<file path="src/rtl/shifter_pkg.sv">
// Shared types and helpers for the pipelined barrel shifter.
// Optional flag outputs are enabled with `define SHIFTER_FLAGS_EN.
package shifter_pkg;

  typedef enum logic [1:0] {
    SH_SLL = 2'b00,
    SH_SRA = 2'b01,
    SH_ROR = 2'b10,
    SH_SRL = 2'b11
  } shift_mode_e;

  // Levels packed into every stage but the last, which takes whatever remains.
  function automatic int levels_per_stage(input int shamt_w, input int latency);
    return (shamt_w + latency - 1) / latency;
  endfunction

endpackage

</file>
<file path="src/rtl/shift_level.sv">
// One combinational level of the log shifter: shifts by DIST when enabled.
// The carry port exists only when SHIFTER_FLAGS_EN is defined.
module shift_level
  import shifter_pkg::*;
#(
  parameter int WIDTH = 16,
  parameter int DIST  = 1
) (
  input  logic [WIDTH-1:0] data,
  input  logic             en,
  input  shift_mode_e      mode,
  input  logic             fill,
`ifdef SHIFTER_FLAGS_EN
  output logic             carry,
`endif
  output logic [WIDTH-1:0] result
);

  logic [WIDTH-1:0] shifted;

  // NOTE: every path assigns 'shifted' (default included), so no latch is inferred.
  always_comb begin
    unique case (mode)
      SH_SLL:  shifted = data << DIST;
      SH_SRL:  shifted = data >> DIST;
      SH_SRA:  shifted = {{DIST{fill}}, data[WIDTH-1:DIST]};
      SH_ROR:  shifted = {data[DIST-1:0], data[WIDTH-1:DIST]};
      default: shifted = data;
    endcase
  end

  assign result = en ? shifted : data;

`ifdef SHIFTER_FLAGS_EN
  // The last bit to leave: top bit for SLL, bit DIST-1 otherwise (for ROR it lands in the MSB).
  assign carry = en & ((mode == SH_SLL) ? data[WIDTH-DIST] : data[DIST-1]);
`endif

endmodule

</file>
<file path="src/rtl/pipe_shifter.sv">
// Pipelined logarithmic barrel shifter (SLL/SRL/SRA/ROR) with valid/ready and a tag sideband.
// Define SHIFTER_FLAGS_EN to add the out_zero / out_carry result flags.
module pipe_shifter
  import shifter_pkg::*;
#(
  parameter  int WIDTH   = 16,
  parameter  int LATENCY = 2,
  parameter  int TAG_W   = 4,
  localparam int SHAMT_W = $clog2(WIDTH)
) (
  input  logic               clk,
  input  logic               rst,
  input  logic               in_valid,
  output logic               in_ready,
  input  logic [WIDTH-1:0]   in_data,
  input  logic [SHAMT_W-1:0] in_shamt,
  input  logic [1:0]         in_mode,
  input  logic [TAG_W-1:0]   in_tag,
  output logic               out_valid,
  input  logic               out_ready,
  output logic [WIDTH-1:0]   out_data,
`ifdef SHIFTER_FLAGS_EN
  output logic               out_zero,
  output logic               out_carry,
`endif
  output logic [TAG_W-1:0]   out_tag
);

  localparam int LPS = levels_per_stage(SHAMT_W, LATENCY);

  typedef struct packed {
    logic               valid;
    logic [WIDTH-1:0]   data;
    logic [SHAMT_W-1:0] shamt;
    shift_mode_e        mode;
    logic               fill;
    logic [TAG_W-1:0]   tag;
  } stage_t;

  stage_t           head;
  stage_t           stage_in  [LATENCY];
  stage_t           stage_out [LATENCY];
  stage_t           stage_q   [LATENCY];
  logic [WIDTH-1:0] lvl_data  [SHAMT_W];
  logic [WIDTH-1:0] lvl_res   [SHAMT_W];
  logic             adv;

`ifdef SHIFTER_FLAGS_EN
  logic lvl_cin   [SHAMT_W];
  logic lvl_craw  [SHAMT_W];
  logic lvl_cout  [SHAMT_W];
  logic carry_in  [LATENCY];
  logic carry_out [LATENCY];
  logic zero_out  [LATENCY];
  logic carry_q   [LATENCY];
  logic zero_q    [LATENCY];
`endif

  // Global stall: the whole pipe moves together, bubbles are not squeezed out.
  assign adv      = out_ready | ~out_valid;
  assign in_ready = adv;

  // SRA fill is the original sign bit, captured once and carried with the op.
  assign head = '{valid: in_valid, data: in_data, shamt: in_shamt,
                  mode: shift_mode_e'(in_mode), fill: in_data[WIDTH-1], tag: in_tag};

  for (genvar s = 0; s < LATENCY; s++) begin : g_stage
    localparam int LO = s * LPS;
    localparam int HI = (LO + LPS < SHAMT_W) ? LO + LPS : SHAMT_W;

    if (s == 0) begin : g_head
      assign stage_in[s] = head;
`ifdef SHIFTER_FLAGS_EN
      assign carry_in[s] = 1'b0;
`endif
    end else begin : g_link
      assign stage_in[s] = stage_q[s-1];
`ifdef SHIFTER_FLAGS_EN
      assign carry_in[s] = carry_q[s-1];
`endif
    end

    if (LO < SHAMT_W) begin : g_work
      assign stage_out[s] = '{valid: stage_in[s].valid, data: lvl_res[HI-1],
                              shamt: stage_in[s].shamt, mode: stage_in[s].mode,
                              fill: stage_in[s].fill, tag: stage_in[s].tag};
`ifdef SHIFTER_FLAGS_EN
      assign carry_out[s] = lvl_cout[HI-1];
`endif
    end else begin : g_pass
      assign stage_out[s] = stage_in[s];
`ifdef SHIFTER_FLAGS_EN
      assign carry_out[s] = carry_in[s];
`endif
    end

`ifdef SHIFTER_FLAGS_EN
    assign zero_out[s] = (stage_out[s].data == '0);
`endif
  end

  for (genvar k = 0; k < SHAMT_W; k++) begin : g_level
    localparam int S = k / LPS;

    if (k % LPS == 0) begin : g_first
      assign lvl_data[k] = stage_in[S].data;
`ifdef SHIFTER_FLAGS_EN
      assign lvl_cin[k]  = carry_in[S];
`endif
    end else begin : g_chain
      assign lvl_data[k] = lvl_res[k-1];
`ifdef SHIFTER_FLAGS_EN
      assign lvl_cin[k]  = lvl_cout[k-1];
`endif
    end

    shift_level #(
      .WIDTH (WIDTH),
      .DIST  (1 << k)
    ) u_level (
      .data   (lvl_data[k]),
      .en     (stage_in[S].shamt[k]),
      .mode   (stage_in[S].mode),
      .fill   (stage_in[S].fill),
`ifdef SHIFTER_FLAGS_EN
      .carry  (lvl_craw[k]),
`endif
      .result (lvl_res[k])
    );

`ifdef SHIFTER_FLAGS_EN
    // A disabled level shifts nothing out, so the earlier carry survives.
    assign lvl_cout[k] = stage_in[S].shamt[k] ? lvl_craw[k] : lvl_cin[k];
`endif
  end

  // NOTE: datapath registers are reset as well, because out_data/out_tag must read 0 after reset.
  // NOTE: sequential state uses non-blocking assignments so every stage samples pre-edge values.
  always_ff @(posedge clk) begin
    if (rst) begin
      for (int s = 0; s < LATENCY; s++) stage_q[s] <= '0;
    end else if (adv) begin
      for (int s = 0; s < LATENCY; s++) stage_q[s] <= stage_out[s];
    end
  end

`ifdef SHIFTER_FLAGS_EN
  always_ff @(posedge clk) begin
    if (rst) begin
      for (int s = 0; s < LATENCY; s++) begin
        carry_q[s] <= 1'b0;
        zero_q[s]  <= 1'b0;
      end
    end else if (adv) begin
      for (int s = 0; s < LATENCY; s++) begin
        carry_q[s] <= carry_out[s];
        zero_q[s]  <= zero_out[s];
      end
    end
  end

  assign out_zero  = zero_q[LATENCY-1];
  assign out_carry = carry_q[LATENCY-1];
`endif

  assign out_valid = stage_q[LATENCY-1].valid;
  assign out_data  = stage_q[LATENCY-1].data;
  assign out_tag   = stage_q[LATENCY-1].tag;

endmodule

</file>
<file path="config.mk">
export PLATFORM = sky130hd
export DESIGN_NAME = pipe_shifter
export DESIGN_NICKNAME = d
export VERILOG_FILES = /design/src/rtl/shifter_pkg.sv /design/src/rtl/shift_level.sv /design/src/rtl/pipe_shifter.sv
export SDC_FILE = /design/constraint.sdc
export NUM_CORES = 1
export LEC_CHECK = 0
export BUFFER_PORTS_ARGS = -buffer_cell sky130_fd_sc_hd__buf_2
export CAP_MARGIN = 10
export CORE_AREA = 2 2 67 94
export DETAILED_ROUTE_END_ITERATION = 16
export DIE_AREA = 0 0 69 96
export GPL_TIMING_DRIVEN = 0
export HOLD_SLACK_MARGIN = 0.12
export PLACE_DENSITY = 0.92
export SETUP_SLACK_MARGIN = 0.4
export SLEW_MARGIN = 20
export SYNTH_ARGS = -nofsm -noshare
export SYNTH_HDL_FRONTEND = slang
export SYNTH_HIERARCHICAL = 1
export SYNTH_SLANG_ARGS = --single-unit
</file>
<file path="constraint.sdc">
create_clock -name clk -period 4.4 [get_ports clk]
set_clock_uncertainty 0.15 [all_clocks]
set_input_delay 0.66 -clock clk [delete_from_list [all_inputs] [get_ports clk]]
set_output_delay 0.66 -clock clk [all_outputs]
set_load 0.02 [all_outputs]
</file>
==> run metrics, run 1 <==
ranking of synthesized cells by area edfxtp_1 41%, or3b_1 8.0%, nor3b_1 7.8%, a31oi_1 7.5%, o21ai_0 5.0%; share of the synthesized area in the top cell type 0.405; worst reg-to-reg path cell count 6; Min-Delay Path Class reg2reg; Setup violations, final 0; largest registers stage_q: 47 flops; Die Width 69 um; worst min-delay path endpoint stage_q[0][31]; cell type with the largest total area after synthesis edfxtp_1; clk buf depth 2; Critical Path Fanout Max 14; Netlist Area Pre-Place 3480 um2; Worst R2R End stage_q[0][45]; MaxCap Viol Count 0; CTS tree yes; # resized after CTS 0; maximum vdd ir drop 0.138 mV; Starting Density 0.602; Rel. slew slack 0.630; Post-Syn Instances 371; diode count 0; Tmin final 2.55 ns; Area growth syn-to-layout 12.8%; DRT Pass-1 Iters 5; worst r2r src stage_q[0][6]; starting DRC count in detailed routing 298; drt drc 0; Mean Syn Cell Area 9.39 um2; r2r setup slk 2.21 ns; Fmax 392 MHz; Seq/Total Area, Yosys 0.405; EDFF count, synth 47; Top reg by flops stage_q; Placeable Area 5780 um2; synth cell count leaders 47 x edfxtp_1, 44 x nor2_1, 42 x a31oi_1; max-slew violations 0; IO Count 52; number of flip-flops under the largest register name 47; post-layout instance area 3930 um2; fin crit share 0.579; Antenna Nets Post-Route 0; fraction of layout cells with a size suffix above 1 0.231; Area after DPL 3840 um2; synthesized flop and latch total 47; Final nets 458; fin util 0.679; Power, Total 1.13 mW; leakage 1.55 nW; Worst Path Arrival 2.53 ns; vias per cell 6.21; Hold Path Cell Cnt 1; asr flop ratio synth 0; Worst setup SP type input pin; CTS Hold Bufs 0; drt wl/cell 16.5 um; DR vias 3,094; required time of the critical path 4.38 ns; vias in the first global route 2,950; most frequently used cell type in the post-synthesis netlist edfxtp_1; Yosys warnings 6; total negative setup slack 0 ns; RSZ-0062 raised after global routing no; largest net degree at the start of global routing 28; hold_sp stage_q[0][3]; port bufs 49; die footprint 6620 um2; number of fill cells 444; gr usage total 0.247; Setup CP Type in2reg; TritonCTS Buffers 5; site row count 33; Post-CTS Setup Inserts 0; maximum level of the CTS H-tree 2; antenna violations before repair 0; Cell variety after synth 25; Clock Tree Root clkbuf_8; GP Congestion 1.00; Post-Syn Nets 401; setup ws final 1.85 ns; WL final 8.20 mm; clk slew on worst S/H paths 0.09 ns; Worst setup EP type register; Die Ht 96 um; grt total ovfl 0; Post-synth top flop edfxtp_1; global-route wire length before repair 13.2 mm; setup slack at placement 1.61 ns; Num Clock Sinks 47; Power per Cell Area 289 nW/um2; HPWL after detailed placement 6.28 mm; Hold Vio Cnt, Final 0; Worst-Skew Late Latency 0.30 ns; status complete, no violations; Worst-Margin Slew 0.549 ns
[per-stage QoR]
step	cells	hold WS (ns)
after floorplan	371	0.420
after global placement	490	0.433
after detailed placement	491	0.454
after CTS	498	0.466
after global routing	498	0.531
final	498	0.464
[kinds of logic after synthesis]
| logic type | share of synthesized area |
|---|---|
| AOI/OAI and AO/OA | 0.171 |
| buffers and inverters | 0.0967 |
| muxes | 0.0201 |
| DFF | 0.405 |
| and+or+nand+nor | 0.307 |
[per-layer routing]
metal / routed length (um) / track usage / vias to the layer above / share of wire
met4: 365 / 0.158 / 0 / 0.045
met3: 385 / 0.0325 / 31 / 0.047
li1: - / - / 1485 / -
met2: 4530 / 0.499 / 138 / 0.55
met5: 0 / 0 / - / 0
met1: 2920 / 0.230 / 1440 / 0.36
[cells in the final DEF, fill, tap and decap left out]
cell,n
buf_2,60
clkbuf_8,5
nand2b_2,1
clkinv_4,1
buf_4,4
or3b_1,32
buf_6,9
o21ai_0,35
clkbuf_1,12
nor2b_4,1
or3b_2,2
edfxtp_1,47
nand4b_1,3
nand3b_4,1
o22ai_1,14
buf_16,1
nor2_4,1
mux2i_1,7
nor2_1,44
buf_8,1
clkinv_2,1
nand2b_1,11
o221ai_1,7
nand2_1,14
a31oi_1,42
o211ai_1,1
inv_1,23
buf_1,1
nor3b_2,11
nor3b_1,36
[critical path, stage by stage]
cell and delay (ns):
buf_2 0.19, buf_6 0.16, or3b_1 0.38, a31oi_1 0.28, or3b_2 0.48, a31oi_1 0.17, nor3b_1 0.20
[report_power, final]
part           internal, mW  total [mW]  switching, mW
logic                 0.137       0.323          0.186
registers             0.542       0.565         0.0236
clock network         0.109       0.246          0.138
total                 0.787        1.13          0.347
[cell type report]
type / instances / area, um2 / share of cell area
plain buffers: 38 / 250 / 0.0637
clock buffers: 5 / 68.8 / 0.0175
clock inverters: 2 / 13.8 / 0.00350
inverters: 23 / 86.3 / 0.0220
multi-input cells: 263 / 1740 / 0.442
flip-flops and latches: 47 / 1410 / 0.359
well taps: 70 / 87.6 / 0.0223
repair buffers: 50 / 273 / 0.0694
[worst max path at each step]
stage	startpoint	end	depth (start not counted)
6_report	in_mode[0]	stage_q[0][18]	7
2_1_floorplan	rst	stage_q[0][0]	2
4_1_cts	in_mode[0]	stage_q[0][18]	7
5_1_grt	in_mode[0]	stage_q[0][21]	7
3_3_place_gp	out_ready	stage_q[0][15]	4
3_5_place_dp	in_mode[0]	stage_q[0][18]	7
(Power assumes the default switching activity.)
==> run 2: changes to the inputs <==
--- a/config.mk
+++ b/config.mk
@@ -5,14 +5,15 @@
 export SDC_FILE = /design/constraint.sdc
 export NUM_CORES = 1
 export LEC_CHECK = 0
+export ABC_AREA = 1
 export BUFFER_PORTS_ARGS = -buffer_cell sky130_fd_sc_hd__buf_2
 export CAP_MARGIN = 10
-export CORE_AREA = 2 2 67 94
+export CORE_AREA = 2 2 74 104
 export DETAILED_ROUTE_END_ITERATION = 16
-export DIE_AREA = 0 0 69 96
+export DIE_AREA = 0 0 76 106
 export GPL_TIMING_DRIVEN = 0
 export HOLD_SLACK_MARGIN = 0.12
-export PLACE_DENSITY = 0.92
+export PLACE_DENSITY = 0.82
 export SETUP_SLACK_MARGIN = 0.4
 export SLEW_MARGIN = 20
 export SYNTH_ARGS = -nofsm -noshare
==> constraint.sdc (replaced) <==
create_clock -name clk -period 2 [get_ports clk]
set_clock_uncertainty 0.15 [all_clocks]
set_input_delay 0.3 -clock clk [delete_from_list [all_inputs] [get_ports clk]]
set_output_delay 0.3 -clock clk [all_outputs]
set_load 0.02 [all_outputs]
==> run 2 against run 1 <==
Via count grew 8.3%; global-route usage shrank 4.6 points; hold slack got worse by 0.32 ns; highest routed layer unchanged; non-clock buffer count is 2 lower; utilization down 6.7 points; critical endpoint is now stage_q[0][54]; count of clock-buffer cells in the layout unchanged.
==> run metrics, run 2 <==
Seq/Total Area, Yosys 0.393; port bufs 50; clk slew on worst S/H paths 0.09 ns; fin crit share 0.885; Worst Path Arrival 1.69 ns; Post-Syn Nets 540; most frequently used cell type in the post-synthesis netlist nand2_1; die footprint 8060 um2; DR vias 3,352; routing usage on met3 0.0272; IO Count 52; Die Width 76 um; Post-Syn Instances 510; Hold Vio Cnt, Final 0; CTS Hold Bufs 0; global-route wire length before repair 13.3 mm; Hold Path Cell Cnt 3; total negative setup slack 0 ns; Synth Area in Compound Gates 0.0596; Top Usage Layer GRT met2; Placeable Area 7180 um2; GP Congestion 0.997; MaxCap Viol Count 0; clk buf depth 2; Sw Share 0.311; antenna violations before repair 0; vias in the first global route 3,152; Worst-Skew Late Latency 0.30 ns; largest family of logic cells by synthesized area simple AND/OR/NAND/NOR gates; ranking of synthesized cells by area edfxtp_1 39%, nand2_1 14%, inv_1 11%, nor2_1 8.3%, nand3_1 7.0%; Clock Tree Root clkbuf_8; max-slew violations 0; DRT Pass-1 Iters 5; Int Pwr 2.01 mW; Final nets 611; site row count 37; Antenna Nets Post-Route 0; Setup CP Type reg2reg; grt total ovfl 0; Setup violations, final 0; Min-Delay Path Class in2reg; cell type with the largest total area after synthesis edfxtp_1; Clock Power Share 0.276; RSZ-0062 raised after global routing yes; fin util 0.612; HPWL after detailed placement 5.66 mm; Post-Synth Simple-Gate Area 0.366; diode count 0; leading cell type in the layout, fill and taps excluded nand2_1; number of flip-flops under the largest register name 47; TritonCTS Buffers 5; Worst setup EP type register; Seq pwr share 0.423; Yosys warnings 6; Worst-Margin Slew 0.358 ns; commonest non-fill, non-tap cells in the layout 120 x nand2_1, 104 x inv_1, 71 x nor2_1; Area growth syn-to-layout 22.3%; fraction of layout cells with a size suffix above 1 0.313; asr flop ratio synth 0; starting DRC count in detailed routing 274; Synth Area in Adders 0; Top reg by flops stage_q; Num Clock Sinks 47; Cell variety after synth 18; leakage 2.24 nW; vias per cell 4.94; worst reg-to-reg path cell count 11; met1 GRT Util 0.187; Netlist Area Pre-Place 3590 um2; maximum vdd ir drop 0.310 mV; Starting Density 0.501; Critical Path Fanout Max 5; post-synthesis mux area share 0; synthesized flop and latch total 47; Die Ht 106 um; drt wl/cell 12.3 um; Fmax 565 MHz; gr usage total 0.201; Worst setup SP type register; Power per Cell Area 665 nW/um2; maximum level of the CTS H-tree 2; switching pwr 908 uW; Rel. slew slack 0.762; share of the synthesized area in the top cell type 0.393; required time of the critical path 1.92 ns; met2 Use GR 0.406; WL final 8.38 mm; Synth Area in XOR/XNOR 0; synth cell count leaders 131 x nand2_1, 110 x inv_1, 79 x nor2_1; Tmin final 1.77 ns; Post-synth top flop edfxtp_1; Mean Syn Cell Area 7.04 um2; largest net degree at the start of global routing 48; status complete, no violations; largest registers stage_q: 47 flops; drt drc 0; combinational power share 0.301; EDFF count, synth 47; CTS tree yes
run 2: what timing repair did:
action	in CTS	in global routing
buffers inserted	5	5
endpoints found under the setup margin	19	76
resized for setup	18	46
pin swaps	15	28
gates cloned	2	2
run 2: per-layer routing:
layer  vias up  part of all wire
met2       130              0.57
met5         -                 0
met4         0             0.051
met3        43             0.041
met1      1493              0.34
li1       1686                 -
run 2: critical path, cell delays in order, from the launching register on:
cell	delay, ns
edfxtp_1	0.46
nor2_4	0.19
buf_6	0.14
nand2_1	0.07
nand3_1	0.11
o21ai_2	0.07
nand2_1	0.06
nand2_1	0.05
nor2_2	0.10
nor2_1	0.04
inv_1	0.05
nor2_2	0.04
run 2: cell families after synthesis:
kind of cell | Yosys count
buffers and inverters | 138
AND/OR/NAND/NOR | 289
AO/OA/AOI/OAI | 36
flip-flops | 47
run 2: through the flow:
stage | total power, mW | std cells | setup WS [ns] | hold WS, ns | cell area (um2)
detailed placement | 2.00 | 657 | 0.0547 | 0.384 | 3990
global placement | 1.98 | 657 | 0.0848 | 0.375 | 3990
finish | 2.92 | 679 | 0.230 | 0.143 | 4390
CTS | 2.84 | 672 | 0.277 | 0.144 | 4220
global route | 3.06 | 679 | 0.119 | 0.153 | 4390
floorplan | 1.82 | 510 | 0.291 | 0.358 | 3610
run 2: power groups by stage:
stage	sequential, mW	combinational [mW]	clock, mW
3_5_place_dp	1.25	0.750	0
5_1_grt	1.24	0.969	0.844
3_3_place_gp	1.25	0.730	0
4_1_cts	1.23	0.794	0.814
2_1_floorplan	1.30	0.518	0
6_report	1.23	0.878	0.807
run 2: final cells by class:
cell class	instances	area, um2
inverters	115	434
well taps	97	121
repair buffers	63	368
plain buffers	23	229
flip-flops and latches	47	1410
multi-input cells	326	1690
clock buffers	5	68.8
clock inverters	3	67.6
fillers	578	2780
run 2: worst paths after layout:
path	startpoint	end	slack, ns
max	stage_q[0][5]	stage_q[0][54]	0.23
min	in_tag[2]	stage_q[0][2]	0.14
max reg2reg	stage_q[0][5]	stage_q[0][54]	0.23
min reg2reg	stage_q[0][2]	stage_q[0][30]	0.41
